===== config.mk =====
export PLATFORM = sky130hd
export DESIGN_NAME = dt_vote_filter_flat
export DESIGN_NICKNAME = d
export VERILOG_FILES = /design/src/rtl/dt_vote_pkg.sv /design/src/rtl/dt_vote_filter_if.sv /design/src/rtl/dt_vote_argmax.sv /design/src/rtl/dt_vote_filter.sv /design/src/flat_wrapper.sv
export SDC_FILE = /design/constraint.sdc
export NUM_CORES = 1
export LEC_CHECK = 0
export ABC_AREA = 1
export CAP_MARGIN = 20
export CORE_ASPECT_RATIO = 0.75
export CORE_MARGIN = 2
export CORE_UTILIZATION = 41
export DETAILED_ROUTE_END_ITERATION = 8
export GPL_TIMING_DRIVEN = 0
export PLACE_DENSITY_LB_ADDON = 0.25
export SETUP_SLACK_MARGIN = 0.3
export SYNTH_ARGS = -nofsm -noshare
export SYNTH_HDL_FRONTEND = slang
export SYNTH_SLANG_ARGS = --single-unit

===== constraint.sdc =====
create_clock -name CLK -period 9.9 [get_ports CLK]
set_clock_uncertainty 0.05 [all_clocks]
set_input_delay 1.485 -clock CLK [delete_from_list [all_inputs] [get_ports CLK]]
set_output_delay 1.485 -clock CLK [all_outputs]
set_load 0.03 [all_outputs]

===== src/rtl/dt_vote_pkg.sv =====
// -----------------------------------------------------------------------------
// dt_vote_pkg
// Shared definitions for the decision-tree vote filter:
//   NUM_CLASSES     width of the one-hot decision vector
//   class_idx_t     3-bit class index
//   fill_state_e    window occupancy FSM states
//   is_onehot       true iff exactly one bit of a decision vector is set
//   onehot_to_index index of the lowest set bit of a decision vector
// -----------------------------------------------------------------------------
package dt_vote_pkg;

  localparam int NUM_CLASSES = 5;
  localparam int CLASS_W     = 3;

  typedef logic [CLASS_W-1:0] class_idx_t;

  // EMPTY: no samples, FILLING: 0 < fill < WIN, FULL: fill == WIN.
  typedef enum logic [1:0] {
    EMPTY   = 2'd0,
    FILLING = 2'd1,
    FULL    = 2'd2
  } fill_state_e;

  // Exactly one bit set: non-zero and clearing the lowest set bit leaves zero.
  function automatic logic is_onehot(input logic [NUM_CLASSES-1:0] d);
    logic [NUM_CLASSES-1:0] d_minus_1;
    d_minus_1 = d - NUM_CLASSES'(1);
    return (d != '0) && ((d & d_minus_1) == '0);
  endfunction

  // Scans from the top down so the lowest set bit wins; only meaningful
  // when the vector is one-hot.
  function automatic class_idx_t onehot_to_index(input logic [NUM_CLASSES-1:0] d);
    class_idx_t idx;
    idx = '0;
    for (int i = NUM_CLASSES - 1; i >= 0; i--) begin
      if (d[i]) idx = class_idx_t'(i);
    end
    return idx;
  endfunction

endpackage


===== src/rtl/dt_vote_filter_if.sv =====
// -----------------------------------------------------------------------------
// dt_vote_filter_if
// Groups the two valid/ready streams of the vote filter:
//   input stream : in_valid, in_ready, in_decision (one-hot class vector)
//   output stream: out_valid, out_ready, out_class, out_onehot, out_votes,
//                  out_conf
// Modports:
//   master - the environment: classifier side producer and host side consumer
//   slave  - the filter itself
// -----------------------------------------------------------------------------
interface dt_vote_filter_if
  import dt_vote_pkg::*;
#(
  parameter int N_CLS = NUM_CLASSES,
  parameter int CNT_W = 5
);

  logic              in_valid;
  logic              in_ready;
  logic [N_CLS-1:0]  in_decision;

  logic              out_valid;
  logic              out_ready;
  class_idx_t        out_class;
  logic [N_CLS-1:0]  out_onehot;
  logic [CNT_W-1:0]  out_votes;
  logic              out_conf;

  modport master (
    output in_valid, in_decision, out_ready,
    input  in_ready, out_valid, out_class, out_onehot, out_votes, out_conf
  );

  modport slave (
    input  in_valid, in_decision, out_ready,
    output in_ready, out_valid, out_class, out_onehot, out_votes, out_conf
  );

endinterface


===== src/rtl/dt_vote_argmax.sv =====
// -----------------------------------------------------------------------------
// dt_vote_argmax
// Combinational argmax over NUM_CLASSES vote counts. Ties resolve to the
// lowest class index.
// Ports:
//   counts   in   packed per-class vote counts, class 0 in the low slot
//   win_idx  out  index of the winning class
//   win_cnt  out  vote count of the winning class
// -----------------------------------------------------------------------------
module dt_vote_argmax
  import dt_vote_pkg::*;
#(
  parameter int CNT_W = 5
) (
  input  logic [NUM_CLASSES-1:0][CNT_W-1:0] counts,
  output class_idx_t                        win_idx,
  output logic [CNT_W-1:0]                  win_cnt
);

  // Strict '>' keeps the earlier (lower) index on equal counts.
  always_comb begin
    win_idx = '0;
    win_cnt = counts[0];
    for (int i = 1; i < NUM_CLASSES; i++) begin
      if (counts[i] > win_cnt) begin
        win_idx = class_idx_t'(i);
        win_cnt = counts[i];
      end
    end
  end

endmodule


===== src/rtl/dt_vote_filter.sv =====
// -----------------------------------------------------------------------------
// dt_vote_filter
// Majority-vote smoother for the one-hot decisions of the decision-tree
// classifier. Keeps the last WIN valid decisions in a ring, tracks per-class
// vote counts, and publishes the winning class one cycle after each accepted
// valid decision. Non-one-hot decisions are dropped and counted.
// Ports:
//   CLK        in   clock, all state on the rising edge
//   RST        in   synchronous active-high reset (priority over clear)
//   clear      in   synchronous window flush; holds in_ready low
//   bus        slave modport: decision input stream and result output stream
//   fill       out  samples currently in the window (0..WIN)
//   err_count  out  saturating count of rejected (non-one-hot) decisions
// -----------------------------------------------------------------------------
module dt_vote_filter
  import dt_vote_pkg::*;
#(
  parameter int WIN   = 8,
  parameter int CNT_W = 5,
  parameter int ERR_W = 16
) (
  input  logic              CLK,
  input  logic              RST,
  input  logic              clear,
  dt_vote_filter_if.slave   bus,
  output logic [CNT_W-1:0]  fill,
  output logic [ERR_W-1:0]  err_count
);

  localparam int PTR_W = (WIN > 1) ? $clog2(WIN) : 1;

  typedef logic [NUM_CLASSES-1:0][CNT_W-1:0] cnt_vec_t;

  // Window state
  cnt_vec_t          cnt_q,   cnt_d;
  logic [CNT_W-1:0]  fill_q,  fill_d;
  logic [PTR_W-1:0]  wptr_q,  wptr_d;
  fill_state_e       state_q, state_d;
  class_idx_t        ring_q [WIN];
  logic              ring_we;

  // Output register
  logic                   out_valid_q,  out_valid_d;
  class_idx_t             out_class_q,  out_class_d;
  logic [NUM_CLASSES-1:0] out_onehot_q, out_onehot_d;
  logic [CNT_W-1:0]       out_votes_q,  out_votes_d;
  logic                   out_conf_q,   out_conf_d;

  logic [ERR_W-1:0]  err_q, err_d;

  // Per-cycle decode
  logic              in_ready;
  logic              accept;
  logic              sample_ok;
  logic              take;
  logic              reject;
  logic              evict;
  class_idx_t        in_cls;
  class_idx_t        evict_cls;
  class_idx_t        win_idx;
  logic [CNT_W-1:0]  win_cnt;
  logic [CNT_W:0]    twice_votes;

  // ---------------------------------------------------------------------------
  // Handshake and sample decode
  // ---------------------------------------------------------------------------
  // A new sample is only taken when the output slot is free or being drained
  // this cycle, and never during a flush.
  assign in_ready  = !clear && (!out_valid_q || bus.out_ready);
  assign accept    = bus.in_valid && in_ready;
  assign sample_ok = is_onehot(bus.in_decision);
  assign take      = accept && sample_ok;
  assign reject    = accept && !sample_ok;
  assign in_cls    = onehot_to_index(bus.in_decision);

  // Only a full window evicts; the oldest entry sits where the next write goes.
  assign evict     = take && (state_q == FULL);
  assign evict_cls = ring_q[wptr_q];

  // ---------------------------------------------------------------------------
  // Occupancy FSM: next-state
  // ---------------------------------------------------------------------------
  // NOTE: every always_comb output gets a default first, so no path can
  // leave it unassigned and infer a latch.
  always_comb begin
    state_d = state_q;
    unique case (state_q)
      EMPTY:   if (take) state_d = FILLING;
      FILLING: if (take && (fill_q == CNT_W'(WIN - 1))) state_d = FULL;
      FULL:    state_d = FULL;
      default: state_d = EMPTY;
    endcase
    if (clear) state_d = EMPTY;
  end

  // ---------------------------------------------------------------------------
  // Vote counters, fill and ring pointer
  // ---------------------------------------------------------------------------
  // NOTE: blocking assignments inside always_comb are evaluated in order, so
  // when the evicted class equals the incoming one the +1 and -1 cancel.
  always_comb begin
    cnt_d   = cnt_q;
    fill_d  = fill_q;
    wptr_d  = wptr_q;
    ring_we = 1'b0;
    if (take) begin
      cnt_d[in_cls] = cnt_d[in_cls] + CNT_W'(1);
      if (evict) cnt_d[evict_cls] = cnt_d[evict_cls] - CNT_W'(1);
      else       fill_d = fill_q + CNT_W'(1);
      wptr_d  = (wptr_q == PTR_W'(WIN - 1)) ? '0 : wptr_q + PTR_W'(1);
      ring_we = 1'b1;
    end
    if (clear) begin
      cnt_d   = '0;
      fill_d  = '0;
      wptr_d  = '0;
      ring_we = 1'b0;
    end
  end

  // Argmax runs on the post-update counts so the result reflects this sample.
  dt_vote_argmax #(
    .CNT_W (CNT_W)
  ) u_argmax (
    .counts  (cnt_d),
    .win_idx (win_idx),
    .win_cnt (win_cnt)
  );

  // Strict majority against the post-update fill: 2*votes > fill.
  assign twice_votes = {win_cnt, 1'b0};

  // ---------------------------------------------------------------------------
  // Output register and error counter
  // ---------------------------------------------------------------------------
  always_comb begin
    out_valid_d  = out_valid_q;
    out_class_d  = out_class_q;
    out_onehot_d = out_onehot_q;
    out_votes_d  = out_votes_q;
    out_conf_d   = out_conf_q;
    err_d        = err_q;

    if (take) begin
      out_valid_d  = 1'b1;
      out_class_d  = win_idx;
      out_onehot_d = NUM_CLASSES'(1) << win_idx;
      out_votes_d  = win_cnt;
      out_conf_d   = twice_votes > {1'b0, fill_d};
    end else if (bus.out_ready) begin
      out_valid_d = 1'b0;
    end

    // A flush discards any result the host has not taken yet.
    if (clear) out_valid_d = 1'b0;

    if (reject && (err_q != '1)) err_d = err_q + ERR_W'(1);
  end

  // ---------------------------------------------------------------------------
  // State registers
  // ---------------------------------------------------------------------------
  always_ff @(posedge CLK) begin
    if (RST) begin
      cnt_q        <= '0;
      fill_q       <= '0;
      wptr_q       <= '0;
      state_q      <= EMPTY;
      out_valid_q  <= 1'b0;
      out_class_q  <= '0;
      out_onehot_q <= '0;
      out_votes_q  <= '0;
      out_conf_q   <= 1'b0;
      err_q        <= '0;
    end else begin
      cnt_q        <= cnt_d;
      fill_q       <= fill_d;
      wptr_q       <= wptr_d;
      state_q      <= state_d;
      out_valid_q  <= out_valid_d;
      out_class_q  <= out_class_d;
      out_onehot_q <= out_onehot_d;
      out_votes_q  <= out_votes_d;
      out_conf_q   <= out_conf_d;
      err_q        <= err_d;
    end
  end

  // NOTE: the ring has no reset; an entry is only read for eviction once the
  // FSM is FULL, by which point every slot has been written since the last
  // reset or flush.
  always_ff @(posedge CLK) begin
    if (ring_we) ring_q[wptr_q] <= in_cls;
  end

  // ---------------------------------------------------------------------------
  // Port drive
  // ---------------------------------------------------------------------------
  assign bus.in_ready   = in_ready;
  assign bus.out_valid  = out_valid_q;
  assign bus.out_class  = out_class_q;
  assign bus.out_onehot = out_onehot_q;
  assign bus.out_votes  = out_votes_q;
  assign bus.out_conf   = out_conf_q;
  assign fill           = fill_q;
  assign err_count      = err_q;

endmodule


===== src/flat_wrapper.sv =====
// flat-port wrapper written by rule: the top's interface ports become plain ports
module dt_vote_filter_flat import dt_vote_pkg::*;
#(
  parameter int WIN   = 8,
  parameter int CNT_W = 5,
  parameter int ERR_W = 16
)
  (CLK, RST, clear, fill, err_count, bus_in_valid, bus_in_decision, bus_out_ready, bus_in_ready, bus_out_valid, bus_out_class, bus_out_onehot, bus_out_votes, bus_out_conf);
  dt_vote_filter_if #(.N_CLS(NUM_CLASSES), .CNT_W(CNT_W)) bus_i ();
  input  logic CLK;
  input  logic RST;
  input  logic clear;
  output logic [CNT_W-1:0] fill;
  output logic [ERR_W-1:0] err_count;
  input wire logic [$bits(bus_i.in_valid)-1:0] bus_in_valid;
  input wire logic [$bits(bus_i.in_decision)-1:0] bus_in_decision;
  input wire logic [$bits(bus_i.out_ready)-1:0] bus_out_ready;
  output wire logic [$bits(bus_i.in_ready)-1:0] bus_in_ready;
  output wire logic [$bits(bus_i.out_valid)-1:0] bus_out_valid;
  output wire logic [$bits(bus_i.out_class)-1:0] bus_out_class;
  output wire logic [$bits(bus_i.out_onehot)-1:0] bus_out_onehot;
  output wire logic [$bits(bus_i.out_votes)-1:0] bus_out_votes;
  output wire logic [$bits(bus_i.out_conf)-1:0] bus_out_conf;
  assign bus_i.in_valid = bus_in_valid;
  assign bus_i.in_decision = bus_in_decision;
  assign bus_i.out_ready = bus_out_ready;
  assign bus_in_ready = bus_i.in_ready;
  assign bus_out_valid = bus_i.out_valid;
  assign bus_out_class = bus_i.out_class;
  assign bus_out_onehot = bus_i.out_onehot;
  assign bus_out_votes = bus_i.out_votes;
  assign bus_out_conf = bus_i.out_conf;
  dt_vote_filter #(.WIN(WIN), .CNT_W(CNT_W), .ERR_W(ERR_W)) u_core (.CLK(CLK), .RST(RST), .clear(clear), .bus(bus_i), .fill(fill), .err_count(err_count));
endmodule

==> flow_summary.ini, run 1 <==
[cts]
cts_htree_levels = 3
clockBufferDepth = 2
clock-root-buffer = clkbuf_16
clock-sinks = 92
clock_latency_ps = 350
cts_tree = done
cts_buffers = 9
path_clk_slew_ps = 80

[placed_design]
place_congestion = 1.031
placed_cell_area_um2 = 6893
dp_hpwl_mm = 14.25
portBuffers = 46
dp_slack_ps = -2681

[synth]
syn_avg_cell_area_um2 = 6.870
synthArstFlopShare_pct = 0
mappedNetlistArea_um2 = 6176
ys_ff_latch = 92
yosys.area_share.simple_pct = 34.70
synth_area_leaders = dfxtp_1 22%, nand2_1 12%, edfxtp_1 12%
synth_top_area_share_pct = 22.04
synthAdderAreaFrac_pct = 6.686
synth_compound_area_share_pct = 12.97
yosys-mux-area-fraction_pct = 0.6483
yosysSeqAreaShare_pct = 33.71
ys_types = 53
synth_top_family_by_area = simple AND/OR/NAND/NOR gates
yosys.area.top_type = dfxtp_1
ys.warnings.count = 0
synthCells = 899
synth_enable_flop_cells = 24
synth_flop_cell = dfxtp_1
synthXorXnorAreaFrac_pct = 0.7091
synth.net_count = 942

[floorplanning]
die_h_um = 110.3
floorplan.initialDensity_pct = 42.31
core_um2 = 14600
dieArea_um2 = 16070
dieWidth_um = 145.7
ios = 47
rows = 38

[global_routing]
grt_max_degree = 19
first_global_vias = 5666
antenna_found_initial = 0
grt_pass1_wl_mm = 30.10
overflow = 0
grt_usage_pct = 24.15

[timing]
maxSlewHeadroom_pct = 56.30
worst_pin_slew_ps = 655.5
period_needed_ps = 9589
finalCritPeriodShare_pct = 96.86
setup_slack_ps = 310.9
drv_slew = 0
rsz0062_at_grt = true
setup_viol = 0
holdWs_ps = 420.5
tns_ps = 0
fmaxAchievable_mhz = 104.3
hold_violations = 0

[worst_hold_path]
hold_path_class = reg2reg

[layout]
fin_area_um2 = 8556
fillers = 1333
nets = 1053
drive_gt1_share_pct = 27.09
final_common_cell = nand2_1
multiInputGateArea_um2 = 4333
area_growth_pct = 38.53
final_core_util_pct = 58.61
layout_common_cells = 173 x nand2_1, 118 x inv_1, 79 x nor2_1
antenna_cells = 0
regArea_um2 = 2082

[setup_path]
startpoint_type = input pin
cpPeakStageDelay_ps = 410
crit_arrival_ps = 9760
cpMaxStageDelayCell = a2111oi_4
endpoint_kind = flop
crit_fanout = 7
required_ps = 10070
crit_top_cell = nand2_2
critPathKind = in2reg

[drt]
drt-pass1-iter-count = 6
ant_nets = 0
avgViaCountPerCell = 5.275
wire_per_inst_um = 16.58
first_iter_violations = 711
routed-via-count = 6409
wl_mm = 20.15
drc = 0

[power_and_ir_drop]
ir_drop_mv = 0.1175
p_leak_nw = 3.648
power.density_nw_per_um2 = 169.6

[outcome]
outcome = finished, final reports clean

[job]
cap_viol_max_count = 0
==> synthesized netlist by cell type (2+ instances only) <==
library cell	n
nand2_1	202
inv_1	131
nor2_1	88
nand3_1	80
dfxtp_1	68
a21oi_1	46
o21ai_0	34
ha_1	33
edfxtp_1	24
nor3_1	23
nand2_2	19
inv_2	17
clkbuf_1	12
o21ai_1	11
nor2_2	10
o221ai_1	10
o211ai_1	9
o21a_1	7
nor2_4	6
a211oi_1	5
nand2_4	5
nand3_2	5
nand4_1	5
nor4_1	5
and2_1	4
mux2i_1	4
or2_2	3
xor2_1	3
a2111oi_0	2
buf_1	2
buf_4	2
clkinv_1	2
xnor2_1	2
==> path summary, 6_finish.rpt <==
| kind | endpoint | slack (ps) | cells after the start | start |
|---|---|---|---|---|
| setup reg to reg | u_core.bus.out_conf | 1170 | 61 | flop |
| hold / removal | u_core.bus.out_class[1] | 420 | 2 | u_core.bus.out_class[1] |
| hold reg to reg | u_core.bus.out_class[1] | 420 | 2 | u_core.bus.out_class[1] |
| setup / recovery | u_core.bus.out_conf | 310 | 64 | bus_in_decision[1] |
==> layer usage <==
layer,global-route usage (%),vias up,part of all wire (%)
li1,-,3168,-
met1,35.48,2944,47
met2,35.78,259,43
met3,5.885,38,8.7
met4,5.392,0,1.7
met5,0,-,0
==> per-stage QoR <==
step | total power, mW | instances
2_1_floorplan | 0.6308 | 899
3_3_place_gp | 0.7112 | 1145
3_5_place_dp | 0.7179 | 1145
4_1_cts | 1.199 | 1189
5_1_grt | 1.516 | 1215
6_report | 1.451 | 1215
==> flip-flops by register name, summed over array words and instances, names as in the netlist, 2 cells and up, named ones only <==
name / cells
u_core.bus.out_onehot: 5
u_core.err_count: 16
u_core.cnt_q: 25
u_core.bus.out_class: 2
u_core.state_q: 2
u_core.wptr_q: 3
u_core.ring_q: 24
u_core.fill: 5
u_core.bus.out_votes: 5
==> report_power, final <==
part	switching [mW]	internal, mW	leakage (nW)	total, mW
Sequential	0.00324	0.389	0.777	0.392
Clock	0.169	0.201	0.150	0.371
Combinational	0.378	0.310	2.72	0.688
==> timing repair <==
item	CTS	global route
hold buffers	0	0
setup endpoints to repair	13	8
pin swaps	32	73
setup buffers	28	26
resized for setup	84	144
==> critical path, delay by kind of cell <==
| family | cells | cell delay (ps) |
|---|---|---|
| and+or+nand+nor | 33 | 3420 |
| AOI/OAI and AO/OA | 12 | 2030 |
| adders and majority gates | 7 | 1600 |
| buffers and inverters | 12 | 1210 |
==> logic make-up after synthesis <==
group           after synthesis
simple gates                462
fa+ha+maj                    33
compound gates              134
mux                           4
flops                        92
buf+inv                     169
xor+xnor                      5
==> layout make-up <==
cell class | count | share of cell area (%)
inverters | 151 | 6.859
multi-input cells | 638 | 50.64
clock buffers | 9 | 2.632
well taps | 200 | 2.925
flip-flops and latches | 92 | 24.33
clock inverters | 7 | 1.038
repair buffers | 100 | 10.59
plain buffers | 18 | 0.9798
No activity file was read; power rests on OpenSTA's default activity.
==> run 2, diff against run 1 <==
Settings changed: REMOVE_ABC_BUFFERS from default to 1.
==> run 2 against run 1 <==
Against the previous run: combinational power down 1%; sequential share of layout area is 0.60 points lower; first-iteration DRC count fell by 12%; maximum frequency shrank 0.83%.
==> flow_summary.ini, run 2 (synthesis results as in run 1) <==
[setup_path]
r2r_slack_ps = 880
cpLargestDelayFamily = simple AND/OR/NAND/NOR gates
endpoint_kind = flop
critPathKind = in2reg
startpoint_type = input pin
crit_arrival_ps = 9870
crit_top_cell = nand2_2
r2r-end = u_core.bus.out_conf
cpPeakStageDelay_ps = 350
r2r_cells = 61
required_ps = 10100
crit_fanout = 7
cp.buffers_inverters = 11
cpMaxStageDelayCell = a2111oi_4

[cts]
clock-root-buffer = clkbuf_16
cts_tree = done
clockBufferDepth = 2
path_clk_slew_ps = 80
cts_buffers = 9
clock-sinks = 92
cts_htree_levels = 3
clock_latency_ps = 360

[timing]
setup_slack_ps = 230.5
drv_slew = 0
maxSlewHeadroom_pct = 47.27
rsz0062_at_grt = true
finalCritPeriodShare_pct = 97.67
worst_pin_slew_ps = 789.0
period_needed_ps = 9670
holdWs_ps = 420.0
setup_viol = 0
fmaxAchievable_mhz = 103.4
tns_ps = 0
hold_violations = 0

[placed_design]
portBuffers = 46
dp_slack_ps = -2770
dp_hpwl_mm = 13.30
place_inst = 1128
place_congestion = 1.030

[power_and_ir_drop]
ir_drop_mv = 0.1001
p_int_mw = 0.8775
p_leak_nw = 3.725
p_switching_mw = 0.5602
clkPwrFrac_pct = 25.4
power.total_mw = 1.438
switching_share_pct = 38.97
sequentialPowerShare_pct = 27.3
pwr-share-comb_pct = 47.4
power.density_nw_per_um2 = 163.9

[outcome]
outcome = finished, final reports clean

[global_routing]
grt_pass1_wl_mm = 29.97
grt_max_degree = 42
first_global_vias = 5801
antenna_found_initial = 0
overflow = 0
grt_usage_pct = 23.69

[drt]
first_iter_violations = 625
avgViaCountPerCell = 5.525
drc = 0
wl_mm = 21.48
routed-via-count = 6685
wire_per_inst_um = 17.75
ant_nets = 0
drt-pass1-iter-count = 9

[floorplanning]
rows = 38
floorplan.initialDensity_pct = 42.31
dieWidth_um = 145.7
dieArea_um2 = 16070
core_um2 = 14600
ios = 47
die_h_um = 110.3

[layout]
regArea_um2 = 2082
layout_common_cells = 155 x nand2_1, 115 x inv_1, 77 x nor2_1
antenna_cells = 0
largest_reg_flops = 25
fillers = 1264
nets = 1048
top_register = u_core.cnt_q
multiInputGateArea_um2 = 4527
drive_gt1_share_pct = 31.29
instances_no_fill = 1210
final_common_cell = nand2_1
area_growth_pct = 42.02

[worst_hold_path]
worstHoldPathCells = 2
worstHoldStart = u_core.bus.out_votes[4]
hold_path_class = reg2reg
min_to = u_core.bus.out_votes[4]

[job]
cap_viol_max_count = 0
## run 2: metrics by stage
| step | utilization, % | cell area, µm² |
|---|---|---|
| 2_1_floorplan | - | 6092 |
| 3_3_place_gp | 46.61 | 6803 |
| 3_5_place_dp | 46.71 | 6818 |
| 4_1_cts | 52.37 | 7645 |
| 5_1_grt | 60.09 | 8771 |
| 6_report | 60.09 | 8771 |
## run 2: final cells by class
cell class,instances,area share [%]
clock buffers,9,2.568
clock inverters,7,0.8987
repair buffers,112,11.47
well taps,200,2.853
multi-input cells,639,51.61
inverters,151,6.862
flip-flops and latches,92,23.74
## run 2: worst max-delay path by stage
stage	startpoint	end	slack [ps]	cells after the start
5_1_grt	bus_in_decision[1]	u_core.bus.out_conf	-110	64
2_1_floorplan	bus_in_decision[1]	u_core.bus.out_conf	30	59
3_3_place_gp	bus_in_decision[1]	u_core.bus.out_conf	-2860	60
6_report	bus_in_decision[1]	u_core.bus.out_conf	230	64
4_1_cts	bus_in_decision[0]	u_core.bus.out_conf	300	62
3_5_place_dp	bus_in_decision[1]	u_core.bus.out_conf	-2770	61
## run 2: power by group through the flow
stage          combinational [mW]  sequential [mW]  clock [mW]
2_1_floorplan               0.218            0.405           0
3_3_place_gp                0.298            0.401           0
3_5_place_dp                0.304            0.401           0
4_1_cts                     0.412            0.392       0.367
5_1_grt                     0.729            0.393       0.377
6_report                    0.681            0.392       0.365
## run 2: what timing repair did
action | 4_1_cts | 5_1_grt
resized for setup | 85 | 201
setup buffers | 29 | 36
endpoints found under the setup margin | 13 | 4
pin swaps | 29 | 90
hold buffers | 0 | 0
cloned | 1 | 0
## run 2: layer usage
| metal | global-route usage [%] | vias to the layer above | wire, µm |
|---|---|---|---|
| met5 | 0 | - | 0 |
| met2 | 35.48 | 391 | 9192 |
| li1 | - | 3150 | - |
| met3 | 6.667 | 88 | 2287 |
| met4 | 7.283 | 0 | 770 |
| met1 | 33.22 | 3056 | 9228 |
## run 2: tightest hold or removal path, cell delays in order, from the launching register on
cell and delay, ps:
dfxtp_1 310, nand2_1 60, a21oi_1 60
==> run 3, diff against run 2 <==
--- a/config.mk
+++ b/config.mk
@@ -14,3 +14,3 @@
 export GPL_TIMING_DRIVEN = 0
-export PLACE_DENSITY_LB_ADDON = 0.25
+export PLACE_DENSITY_LB_ADDON = 0.05
 export REMOVE_ABC_BUFFERS = 1
==> constraint.sdc (replaced) <==
create_clock -name CLK -period 9.9 [get_ports CLK]
set_clock_uncertainty 0.05 [all_clocks]
set_input_delay 1.98 -clock CLK [delete_from_list [all_inputs] [get_ports CLK]]
set_output_delay 1.98 -clock CLK [all_outputs]
set_load 0.03 [all_outputs]
==> run 3 against run 2 <==
Against the previous run: the flow now finishes with violations (negative setup slack); worst hold slack worse by 7.0 ps; count of clock-buffer cells in the layout stayed put; non-clock buffer count grew 29; flip-flop and latch count did not move.
==> flow_summary.ini, run 3 (synthesis results as in run 1) <==
[layout]
fin_area_um2 = 8975
layout_common_cells = 163 x nand2_1, 114 x inv_1, 84 x buf_4
top_register = u_core.cnt_q
largest_reg_flops = 25
final_common_cell = nand2_1
antenna_cells = 0
drive_gt1_share_pct = 32.53
fillers = 1259
multiInputGateArea_um2 = 4504
nets = 1077
area_growth_pct = 45.32
regArea_um2 = 2082

[timing]
rsz0062_at_grt = true
holdWs_ps = 413.1
setup_slack_ps = -64.96
maxSlewHeadroom_pct = 45.64
worst_pin_slew_ps = 814.5
setup_viol = 1
tns_ps = -64.96
hold_violations = 0
finalCritPeriodShare_pct = 100.7
period_needed_ps = 9965
fmaxAchievable_mhz = 100.4
drv_slew = 0

[setup_path]
critPathKind = in2reg
crit_top_cell = buf_4
endpoint_kind = flop
cpMaxStageDelayCell = a2111oi_4
r2r_slack_ps = 1060
crit_fanout = 5
crit_arrival_ps = 10160
startpoint_type = input pin
required_ps = 10090
cpPeakStageDelay_ps = 380

[global_routing]
grt_pass1_wl_mm = 31.61
antenna_found_initial = 0
grt_max_degree = 44
overflow = 0
first_global_vias = 6169
grt_usage_pct = 25.34

[placed_design]
place_congestion = 0.9702
portBuffers = 46
dp_hpwl_mm = 13.94
placed_cell_area_um2 = 6818

[drt]
drc = 0
wl_mm = 21.15
ant_nets = 0
routed-via-count = 6666
drt-pass1-iter-count = 6
avgViaCountPerCell = 5.380
wire_per_inst_um = 17.07
first_iter_violations = 437

[outcome]
violations = negative setup slack
outcome = finished, violations left

[cts]
cts_tree = done
clock_latency_ps = 360
cts_htree_levels = 3
clock-sinks = 92
cts_buffers = 9
clockBufferDepth = 2
path_clk_slew_ps = 70
clock-root-buffer = clkbuf_16
postCtsHoldBufs = 0

[floorplanning]
ios = 47
core_um2 = 14600
dieWidth_um = 145.7
rows = 38
floorplan.initialDensity_pct = 42.31
dieArea_um2 = 16070
die_h_um = 110.3

[power_and_ir_drop]
power.total_mw = 1.472
p_leak_nw = 3.820
ir_drop_mv = 0.09754
power.density_nw_per_um2 = 164.1

[job]
cap_viol_max_count = 0

[worst_hold_path]
hold_path_class = reg2reg
[run 3: cell count changes in the layout (fill, tap and decap cells not counted), moves of 4 or more]
cell / before / now
nand2_1: 155 / 163
buf_4: 56 / 84
nand3_4: 12 / 8
nand2_2: 43 / 31
nand3_1: 54 / 58
o21ai_4: 9 / 5
nand2_4: 26 / 30
[run 3: path summary, 6_finish.rpt]
path | from | endpoint | cells past startpoint
worst max-delay path | bus_in_decision[1] | u_core.bus.out_conf | 61
worst min-delay path | u_core.bus.out_onehot[0] | u_core.bus.out_onehot[0] | 2
worst min register to register | u_core.bus.out_onehot[0] | u_core.bus.out_onehot[0] | 2
worst max register to register | flop | u_core.bus.out_conf | 61
[run 3: worst max-delay path: cells and delay by family]
family / cells / cell delay (ps)
buffers and inverters: 24 / 2680
AO/OA/AOI/OAI: 12 / 2190
adder cells (fa/ha/maj): 5 / 1280
AND/OR/NAND/NOR: 20 / 2000
[run 3: area by class of cell]
cell class | instances | area share, %
clock inverter | 7 | 0.9898
sequential | 92 | 23.20
tap | 200 | 2.788
timing repair buffer | 141 | 13.61
clock buffer | 9 | 2.509
multi-input combinational | 639 | 50.19
inverter | 151 | 6.720
[run 3: routing by layer]
| layer | wire, µm | track usage (%) | up-vias |
|---|---|---|---|
| li1 | - | - | 3214 |
| met1 | 9660 | 33.64 | 3200 |
| met2 | 9753 | 41.00 | 209 |
| met3 | 1178 | 4.979 | 43 |
| met4 | 558 | 10.22 | 0 |
| met5 | 0 | 0 | - |
[run 3: through the flow]
step,util (%),setup WS (ps),instances
after floorplan,-,-461.0,881
after global placement,46.61,-3371,1127
after detailed placement,46.71,-3586,1128
after CTS,55.97,38.38,1206
after global routing,61.49,-435.9,1239
final,61.49,-64.96,1239
[run 3: what timing repair did]
action | CTS | global route
pin swaps | 58 | 72
setup endpoints to repair | 13 | 13
setup buffers | 61 | 33
hold endpoints to repair | 0 | 0
gates cloned | 1 | 0
resized for setup | 160 | 122
[run 3: power by group]
part / switching [mW] / internal [mW] / leakage [nW]
sequential: 0.00328 / 0.389 / 0.777
clock: 0.180 / 0.182 / 0.152
combinational: 0.390 / 0.328 / 2.89
total: 0.573 / 0.899 / 3.82
